$ cat src/rtl/counter_sequencer.sv
// counter_sequencer: programmable up/down counter controller.
// Sequences q from load_val to limit with one-shot or auto-reload behaviour,
// start/stop/clear commands, a one-cycle tc_pulse and a done level.
// Optional macro PRESCALE_EN adds a tick prescaler driven by presc_div;
// without it every RUN cycle is a tick and presc_div is ignored.
module counter_sequencer #(
  parameter int WIDTH   = 4,
  parameter int PRESC_W = 4
) (
  input  logic               clk,
  input  logic               rst,
  input  logic               start,
  input  logic               stop,
  input  logic               clear,
  input  logic [WIDTH-1:0]   load_val,
  input  logic [WIDTH-1:0]   limit,
  input  logic               dir,
  input  logic               auto_reload,
  input  logic [PRESC_W-1:0] presc_div,
  output logic [WIDTH-1:0]   q,
  output logic               busy,
  output logic               tc_pulse,
  output logic               done
);

  typedef enum logic [1:0] {
    IDLE  = 2'd0,
    RUN   = 2'd1,
    PAUSE = 2'd2,
    DONE  = 2'd3
  } state_t;

  state_t state;
  logic   tick;
  logic   start_cmd;

  // start only acts when stop is not asserted in the same cycle
  assign start_cmd = start & ~stop;

`ifdef PRESCALE_EN
  logic [PRESC_W-1:0] presc;

  assign tick = (presc == presc_div);

  // Prescaler: counts only in RUN, holds in PAUSE, restarts on fresh start
  always_ff @(posedge clk or negedge rst) begin
    if (!rst) begin
      presc <= '0;
    end else if (clear) begin
      presc <= '0;
    end else if ((state == IDLE || state == DONE) && start_cmd) begin
      presc <= '0;
    end else if (state == RUN && !stop) begin
      presc <= tick ? '0 : presc + 1'b1;
    end
  end
`else
  logic unused_presc_div;

  assign tick             = 1'b1;
  assign unused_presc_div = ^presc_div;
`endif

  // Main sequencer: command priority clear > stop > start, tick evaluation in RUN
  always_ff @(posedge clk or negedge rst) begin
    if (!rst) begin
      state    <= IDLE;
      q        <= '0;
      tc_pulse <= 1'b0;
    end else begin
      tc_pulse <= 1'b0;
      if (clear) begin
        state <= IDLE;
        q     <= '0;
      end else begin
        unique case (state)
          IDLE, DONE: begin
            if (start_cmd) begin
              state <= RUN;
              q     <= load_val;
            end
          end
          RUN: begin
            if (stop) begin
              state <= PAUSE;
            end else if (tick) begin
              if (q == limit) begin
                tc_pulse <= 1'b1;
                if (auto_reload) begin
                  q <= load_val;
                end else begin
                  state <= DONE;
                end
              end else if (dir) begin
                q <= q + 1'b1;
              end else begin
                q <= q - 1'b1;
              end
            end
          end
          PAUSE: begin
            if (start_cmd) begin
              state <= RUN;
            end
          end
          default: begin
            state <= IDLE;
          end
        endcase
      end
    end
  end

  // Status levels decoded from the registered state
  assign busy = (state == RUN) || (state == PAUSE);
  assign done = (state == DONE);

endmodule

$ cat config.mk
export PLATFORM = sky130hd
export DESIGN_NAME = counter_sequencer
export DESIGN_NICKNAME = d
export VERILOG_FILES = /design/src/rtl/counter_sequencer.sv
export SDC_FILE = /design/constraint.sdc
export NUM_CORES = 1
export LEC_CHECK = 0
export ABC_CLOCK_PERIOD_IN_PS = 1550
export BUFFER_PORTS_ARGS = -buffer_cell sky130_fd_sc_hd__buf_2
export CAP_MARGIN = 30
export CELL_PAD_IN_SITES_DETAIL_PLACEMENT = 1
export CELL_PAD_IN_SITES_GLOBAL_PLACEMENT = 2
export CORE_MARGIN = 2
export CORE_UTILIZATION = 23
export DETAILED_ROUTE_END_ITERATION = 8
export PLACE_DENSITY_LB_ADDON = 0.25
export SYNTH_ARGS = -nofsm -noshare
export SYNTH_HDL_FRONTEND = slang
export SYNTH_SLANG_ARGS = --single-unit
$ cat constraint.sdc
create_clock -name clk -period 1.55 [get_ports clk]
set_input_delay 0.0775 -clock clk [delete_from_list [all_inputs] [get_ports clk]]
set_output_delay 0.0775 -clock clk [all_outputs]
set_load 0.05 [all_outputs]
### Yosys cells after proc, flatten, opt, wreduce, memory -nomap -nowiden

Cells that the tools add are included.

| storage, ports and cells | value |
|---|---|
| register bits after elaboration | 7 |
| input bits | 19 |
| output and inout port bits | 7 |
| logic and storage cells | 41 |

| operators by class | value |
|---|---|
| $add $sub $neg | 2 |
| eq/ne operators | 10 |
| multiplexer cells | 17 |
| bitwise operators | 2 |
| reduce and logical (&&, ||, !) cells | 7 |

Operator list:

| kind | count |
|---|---|
| $mux 4 | 6 |
| $ne 4x4->1 const B | 3 |
| $mux 2 | 5 |
| $pmux 4 s2 | 1 |
| $ne 3x3->1 const B | 2 |
| $add 4x1->4 const B | 1 |
| $eq 2x2->1 const B | 2 |
| $eq 4x4->1 | 1 |
| $mux 1 | 4 |
| $pmux 2 s2 | 1 |
| $reduce_and 4->1 | 1 |
| $sub 4x1->4 const B | 1 |
| $ne 3x1->1 const B | 1 |
| $reduce_and 3->1 | 1 |
| $reduce_bool 3->1 | 1 |
| $reduce_or 3->1 | 1 |
| $eq 2x1->1 const B | 1 |
| $logic_not 2->1 | 1 |
| $reduce_or 2->1 | 1 |
| $and 1x1->1 | 1 |
| $logic_or 1x1->1 | 1 |
| $not 1->1 | 1 |

### Logic depth before layout (Yosys ltp)

Gate-level depths: netlist (run 1).

| logic depth | value |
|---|---|
| word-level depth | 6 |
| gate-level depth with buffers | 8 |
| gate-level depth less buffers | 7 |

### Worst setup path after synthesis (run 1)

No wires, ideal clock.

| path | value |
|---|---|
| kind | register -> register |
| start point | register q[1] |
| end point | register q[3] |
| setup time | 121 ps |
| arrival time | 1831 ps |
| required time | 1429 ps |
| slack | -402 ps |
| stages on the path, launching flop included | 7 |
| buffers on the path | 0 |
| period minus slack after synthesis | 1952 ps |
| cell sequence | dfrtp_1 ha_1 a21o_2 a21oi_1 xnor2_1 a21o_2 a22o_1 |

| between the ends | value |
|---|---|
| word-level cells in the longest chain between the ends | 6 |
| elaborated cells on any way between the ends | 10 |
| classes of those cells | 2 x add/sub; 2 x eq/ne; 5 x mux; 1 x reduce/logical |

RTL lines:

| element | line | text |
|---|---|---|
| start, declared | 20 | `output logic [WIDTH-1:0] q,` |
| start signal, assigned | 80 | `q <= load_val;` |
| start signal, assigned | 90 | `q <= load_val;` |
| start signal, assigned | 95 | `q <= q + 1'b1;` |
| $sub 4x1->4 or $add 4x1->4 (tied branches) | 97, 95 |  |
| $mux 4 | 94 | `end else if (dir) begin` |
| $mux 4 | 87 | `if (q == limit) begin` |
| $mux 4 | 84 | `if (stop) begin` |
| $pmux 4 s2 | 76 | `unique case (state)` |
| $mux 4 | 72 | `if (clear) begin` |

Several ways; a longest one is shown, not always the timed one. The select of a mux whose other input is x is not followed.
A chain may end at the register's enable or synchronous reset.

### Worst setup path after layout (run 1)

| path | value |
|---|---|
| start point | register q[0] |
| end point | register q[1] |

The elaborated chain is that of the path after synthesis.

==> results of run 1 <==
metal layers:
layer  track usage [%]  routed length, µm  vias up
met5                 0                  0        -
li1                  -                  -      292
met1              15.8                713      274
met3              4.17                 81        3
met4              3.85                 15        0
met2              24.1                827       14
cell type report:
cell class / instances / area [µm²] / share of cell area (%)
Inverter: 6 / 22.5 / 2.37
Sequential cell: 7 / 180 / 18.9
Multi-Input combinational cell: 44 / 434 / 45.6
Clock buffer: 4 / 26.3 / 2.76
Tap cell: 28 / 35.0 / 3.68
Timing Repair Buffer: 40 / 254 / 26.7
synthesized netlist by cell type (2+ instances only):
| library cell | number | share of area, % |
|---|---|---|
| mux2i_1 | 2 | 3.5 |
| inv_1 | 6 | 4.0 |
| xnor2_1 | 5 | 7.7 |
| ha_1 | 4 | 8.8 |
| a21o_2 | 2 | 3.1 |
| nor3_1 | 3 | 2.6 |
| dfrtp_1 | 7 | 31 |
| a22o_1 | 2 | 3.1 |
| nor2_1 | 3 | 2.0 |
| a21oi_1 | 2 | 1.8 |
| o21ai_0 | 5 | 4.4 |
| nand2_1 | 3 | 2.0 |
registers in the layout, summed over array words and instances, names as in the netlist:
register  count
state         2
tc_pulse      1
q             4
cells by family after synthesis:
family	count (synthesis)	share of synthesized area [%]
AO/OA/AOI/OAI	17	25.2
XOR/XNOR	6	9.27
flip-flops	7	30.9
multiplexers	2	3.53
AND/OR/NAND/NOR	14	13.5
buffers and inverters	7	5.30
adder cells (fa/ha/maj)	5	12.4
metrics by stage:
| stage | power (mW) | TNS, ns |
|---|---|---|
| after global routing | 0.907 | -0.607 |
| after floorplan | 0.484 | -0.538 |
| final | 0.842 | -0.256 |
| after CTS | 0.830 | -0.209 |
| after global placement | 0.623 | -0.224 |
| after detailed placement | 0.626 | -0.279 |
worst min path at each step:
stage,from,to
5_1_grt,stop,tc_pulse$_DFF_PN0_
6_report,stop,tc_pulse$_DFF_PN0_
3_3_place_gp,rst,tc_pulse$_DFF_PN0_
2_1_floorplan,rst,q[0]$_DFFE_PN0P_
4_1_cts,stop,tc_pulse$_DFF_PN0_
3_5_place_dp,rst,tc_pulse$_DFF_PN0_
power breakdown:
| group | total (mW) | switching, mW | leakage, nW | internal, mW |
|---|---|---|---|---|
| clock | 0.179 | 0.0796 | 0.0150 | 0.0990 |
| sequential | 0.232 | 0.0258 | 0.0874 | 0.206 |
| combinational | 0.431 | 0.229 | 0.378 | 0.202 |
| total | 0.842 | 0.334 | 0.480 | 0.507 |
timing repair:
item,CTS,global route
setup endpoints to repair,4,5
hold endpoints to repair,7,0
hold buffers,1,0
setup buffers,3,3
resized for setup,3,3
pin swaps,7,6
==> results.yml, run 1 <==
clock_network:
  cts_sinks: 7
  cts_made_buffers: 3
  insertion_delay_ns: 0.26
  clock_path_buffers: 2
  tritoncts: "built"
  path_clk_slew_ns: 0.06
  root_buffer: "clkbuf_4"
  htreeDepth: 1
cells_and_area:
  layout_commonest_cell: "buf_2"
  final_nets: 126
  final_util_pct: 41.8
  final_cell_mix: "buf_2 (21), buf_4 (17), inv_1 (5), xnor2_2 (5), dfrtp_2 (4)"
  stdcell_count: 129
  final_area_um2: 952
  insertedDiodeCount: 0
  fillers: 278
  layout-drive-gt1-share_pct: 62.4
  syn_to_final_growth_pct: 68.0
floorplan:
  core_um2: 2280
  num_rows: 17
  die-height_um: 53.6
  ios: 26
  dieArea_um2: 2880
  fp.dieW_um: 53.6
  initial_core_util_pct: 24.9
run_status:
  status: "finished with violations"
  violations: "negative setup slack"
worst_setup_path:
  cp.depth: 5
  crit_start: "q[0]$_DFFE_PN0P_"
  r2r-start: "q[0]$_DFFE_PN0P_"
  cpMaxStageDelayCell: "dfrtp_2"
  reg2regPathDepth: 5
  crit_path_max_incr_delay_ns: 0.42
  path_class: "flip-flop to flip-flop"
  r2r_setup_slack_ns: -0.07
  critPathMaxFanout: 5
  required_ns: 1.70
  cp_cell_sequence: "xnor2_2 > nand4_2 > o32ai_4 > nor2_2 > a22o_2"
  end_kind: "flip-flop"
  cp.arrival_ns: 1.77
  reg2reg_to: "q[1]$_DFFE_PN0P_"
  cpLargestDelayFamily: "compound AO/OA/AOI/OAI gates"
  cp-endpoint: "q[1]$_DFFE_PN0P_"
  crit_buf_inv: 0
  cp-start-kind: "flip-flop"
power:
  ir_drop_mv: 0.331
  powerDensity_nw_per_um2: 884
  p_leak_nw: 0.480
drt:
  route.vias.total: 583
  routed_wl_um: 1640
  drt_first_pass_iters: 2
  post_drt_wl_per_cell_um: 12.7
  antenna_left: 0
  drc_errors: 0
  drt_iter0_markers: 10
  vias_per_cell: 4.52
place:
  dpl_cell_area_um2: 841
  globalplace.congestion: 0.728
  pre_cts_ws_ns: -0.119
  dp_hpwl_um: 1300
  dp.cells: 118
  portBuffers: 21
timing:
  final.period_utilization_pct: 105
  rsz0062_at_grt: "yes"
  setup_ws_ns: -0.0731
  timing.hold.ws_ns: 0.0435
  setup_viol: 4
  fin_worst_skew_ns: 0.00547
  finalMaxSlewViolations: 0
  min_period_ns: 1.62
  max_slew_margin_pct: 77.7
  tightestPinTransition_ns: 0.334
  hold_violations: 0
  fmax_mhz: 616
synthesis:
  ys_seq_area_share_pct: 30.9
  synth_area_per_cell_um2: 9.77
  yosys_warnings: 0
  synth_area_um2: 567
  postSynth.asyncResetShare_pct: 100
  synth_edf_count: 0
  yosysUniqueCellTypes: 26
  netlist_instances: 58
  synth-main-ff-cell: "dfrtp_1"
  syn_nets: 82
  synth_seq_cells: 7
global_route:
  track_usage_pct: 13.6
  antenna_found_initial: 0
  grt_pass1_wl_um: 2820
  overflow: 0
  grt_max_degree: 10
  grt_pass1_vias: 623
worst_hold_path:
  min_path_cells: 2
  hold_path_class: "input port to flip-flop"
run:
  cap_violations: 0
(Power assumes the default switching activity.)
==> run 2: changes to the inputs <==
==> config.mk (replaced) <==
export PLATFORM = sky130hd
export DESIGN_NAME = counter_sequencer
export DESIGN_NICKNAME = d
export VERILOG_FILES = /design/src/rtl/counter_sequencer.sv
export SDC_FILE = /design/constraint.sdc
export NUM_CORES = 1
export LEC_CHECK = 0
export ABC_CLOCK_PERIOD_IN_PS = 1800
export BUFFER_PORTS_ARGS = -buffer_cell sky130_fd_sc_hd__buf_2
export CAP_MARGIN = 30
export CELL_PAD_IN_SITES_DETAIL_PLACEMENT = 1
export CELL_PAD_IN_SITES_GLOBAL_PLACEMENT = 2
export CORE_MARGIN = 2
export CORE_UTILIZATION = 25
export DETAILED_ROUTE_END_ITERATION = 8
export PLACE_DENSITY_LB_ADDON = 0.05
export SYNTH_ARGS = -nofsm -noshare
export SYNTH_HDL_FRONTEND = slang
export SYNTH_SLANG_ARGS = --single-unit
==> constraint.sdc (replaced) <==
create_clock -name clk -period 1.8 [get_ports clk]
set_input_delay 0.09 -clock clk [delete_from_list [all_inputs] [get_ports clk]]
set_output_delay 0.09 -clock clk [all_outputs]
set_load 0.05 [all_outputs]
==> run 2 against run 1 <==
  * The run now ends clean
  * Critical path depth rose by 1
  * Utilization fell by 5.0 points
  * Total power fell by 25%
  * Die area decreased by 7.4%
  * Critical path type unchanged
==> results.yml, run 2 (synthesis results as in run 1) <==
run_status:
  status: "finished, final reports clean"
cells_and_area:
  layout_commonest_cell: "buf_2"
  largest_reg_flops: 4
  largestRegisters: "q (4), state (2), tc_pulse (1)"
  syn_to_final_growth_pct: 41.1
  final_nets: 114
  regMostFlops: "q"
  fillers: 275
  insertedDiodeCount: 0
  layout-drive-gt1-share_pct: 49.4
  final_cell_mix: "buf_2 (21), inv_1 (6), buf_4 (6)"
floorplan:
  core_um2: 2170
  fp.dieW_um: 51.6
  die-height_um: 51.6
  initial_core_util_pct: 26.1
  num_rows: 17
  ios: 26
  dieArea_um2: 2660
timing:
  fmax_mhz: 588
  tightestPinTransition_ns: 0.336
  min_period_ns: 1.70
  setup_ws_ns: 0.0993
  max_slew_margin_pct: 77.6
  final.period_utilization_pct: 94.5
  rsz0062_at_grt: "no"
  setup_viol: 0
  finalMaxSlewViolations: 0
  fin_tns_setup_ns: 0
  fin_worst_skew_ns: 0.000821
  hold_violations: 0
clock_network:
  path_clk_slew_ns: 0.05
  root_buffer: "clkbuf_4"
  cts_sinks: 7
  clock_path_buffers: 2
  tritoncts: "built"
  cts_made_buffers: 3
  insertion_delay_ns: 0.24
  htreeDepth: 1
drt:
  routed_wl_um: 1430
  drt_iter0_markers: 2
  drc_errors: 0
  vias_per_cell: 4.48
  post_drt_wl_per_cell_um: 12.2
  route.vias.total: 524
  drt_first_pass_iters: 3
  antenna_left: 0
worst_setup_path:
  end_kind: "flip-flop"
  required_ns: 1.93
  cp.arrival_ns: 1.83
  path_class: "flip-flop to flip-flop"
  cp-start-kind: "flip-flop"
  critPathMaxFanout: 3
power:
  p_switching_uw: 250
  power_frac_seq_pct: 30.9
  sw_frac_of_total_pct: 39.5
  comb_power_share_pct: 47.2
  p_int_uw: 382
  p_leak_nw: 0.400
  ir_drop_mv: 0.295
  powerDensity_nw_per_um2: 790
  clockPowerShare_pct: 21.9
place:
  dp_hpwl_um: 1210
  globalplace.congestion: 0.738
  pre_cts_ws_ns: 0.0254
  portBuffers: 21
run:
  cap_violations: 0
global_route:
  track_usage_pct: 12.9
  overflow: 0
  grt_pass1_vias: 546
  antenna_found_initial: 0
  grt_pass1_wl_um: 2480
  grt_max_degree: 10
worst_hold_path:
  hold_path_class: "input port to flip-flop"
run 2: repair_timing:
item / 4_1_cts / 5_1_grt
hold buffers: 1 / 0
endpoints found under the setup margin: 0 / 4
hold endpoints to repair: 7 / 0
gates resized for setup: 0 / 3
setup buffers: 0 / 2
run 2: area by class of cell:
type | count | area, µm² | area share (%)
clock buffers | 4 | 26.3 | 3.29
flip-flops and latches | 7 | 180 | 22.5
multi-input cells | 44 | 375 | 46.9
well taps | 28 | 35.0 | 4.38
inverters | 6 | 22.5 | 2.82
repair buffers | 28 | 160 | 20.0
run 2: final timing paths:
check / startpoint / to / slack, ns / cells past startpoint
worst max-delay path: q[1]$_DFFE_PN0P_ / q[3]$_DFFE_PN0P_ / 0.1 / 6
worst min-delay path: stop / tc_pulse$_DFF_PN0_ / 0.08 / 2
worst max register to register: q[1]$_DFFE_PN0P_ / q[3]$_DFFE_PN0P_ / 0.1 / 6
worst min register to register: q[3]$_DFFE_PN0P_ / q[3]$_DFFE_PN0P_ / 0.57 / 1
max in group asynchronous: rst / q[1]$_DFFE_PN0P_ / 1.41 / 2
min in group asynchronous: rst / q[0]$_DFFE_PN0P_ / 0.21 / 2
run 2: critical path: stages, from the launching register on:
cell,delay (ns)
dfrtp_2,0.44
ha_1,0.28
a21o_2,0.22
a21oi_2,0.14
xnor2_1,0.10
a21o_2,0.19
a22o_1,0.22
run 2: per-layer routing:
| layer | vias to the layer above | track usage (%) | part of all wire (%) | wire [µm] |
|---|---|---|---|---|
| met4 | 0 | 3.95 | 1.1 | 16 |
| met1 | 245 | 14.1 | 42 | 594 |
| met3 | 2 | 3.45 | 2.4 | 34 |
| li1 | 268 | - | - | - |
| met2 | 9 | 23.9 | 55 | 786 |
| met5 | - | 0 | 0 | 0 |
run 2: through the flow:
step / cell area (µm²) / instances / power, mW / hold slack (ns) / utilization (%)
2_1_floorplan: 572 / 58 / 0.394 / -0.206 / -
3_5_place_dp: 734 / 110 / 0.483 / -0.0557 / 33.9
4_1_cts: 771 / 115 / 0.631 / 0.0615 / 35.5
5_1_grt: 800 / 117 / 0.685 / 0.0759 / 36.9
3_3_place_gp: 734 / 110 / 0.483 / -0.0614 / 33.9
6_report: 800 / 117 / 0.632 / 0.0770 / 36.9
run 2: power groups by stage:
stage | Sequential, mW | Clock, mW | Combinational, mW
2_1_floorplan | 0.248 | 0 | 0.146
3_3_place_gp | 0.201 | 0 | 0.282
3_5_place_dp | 0.200 | 0 | 0.283
4_1_cts | 0.198 | 0.147 | 0.286
5_1_grt | 0.197 | 0.156 | 0.332
6_report | 0.195 | 0.138 | 0.298
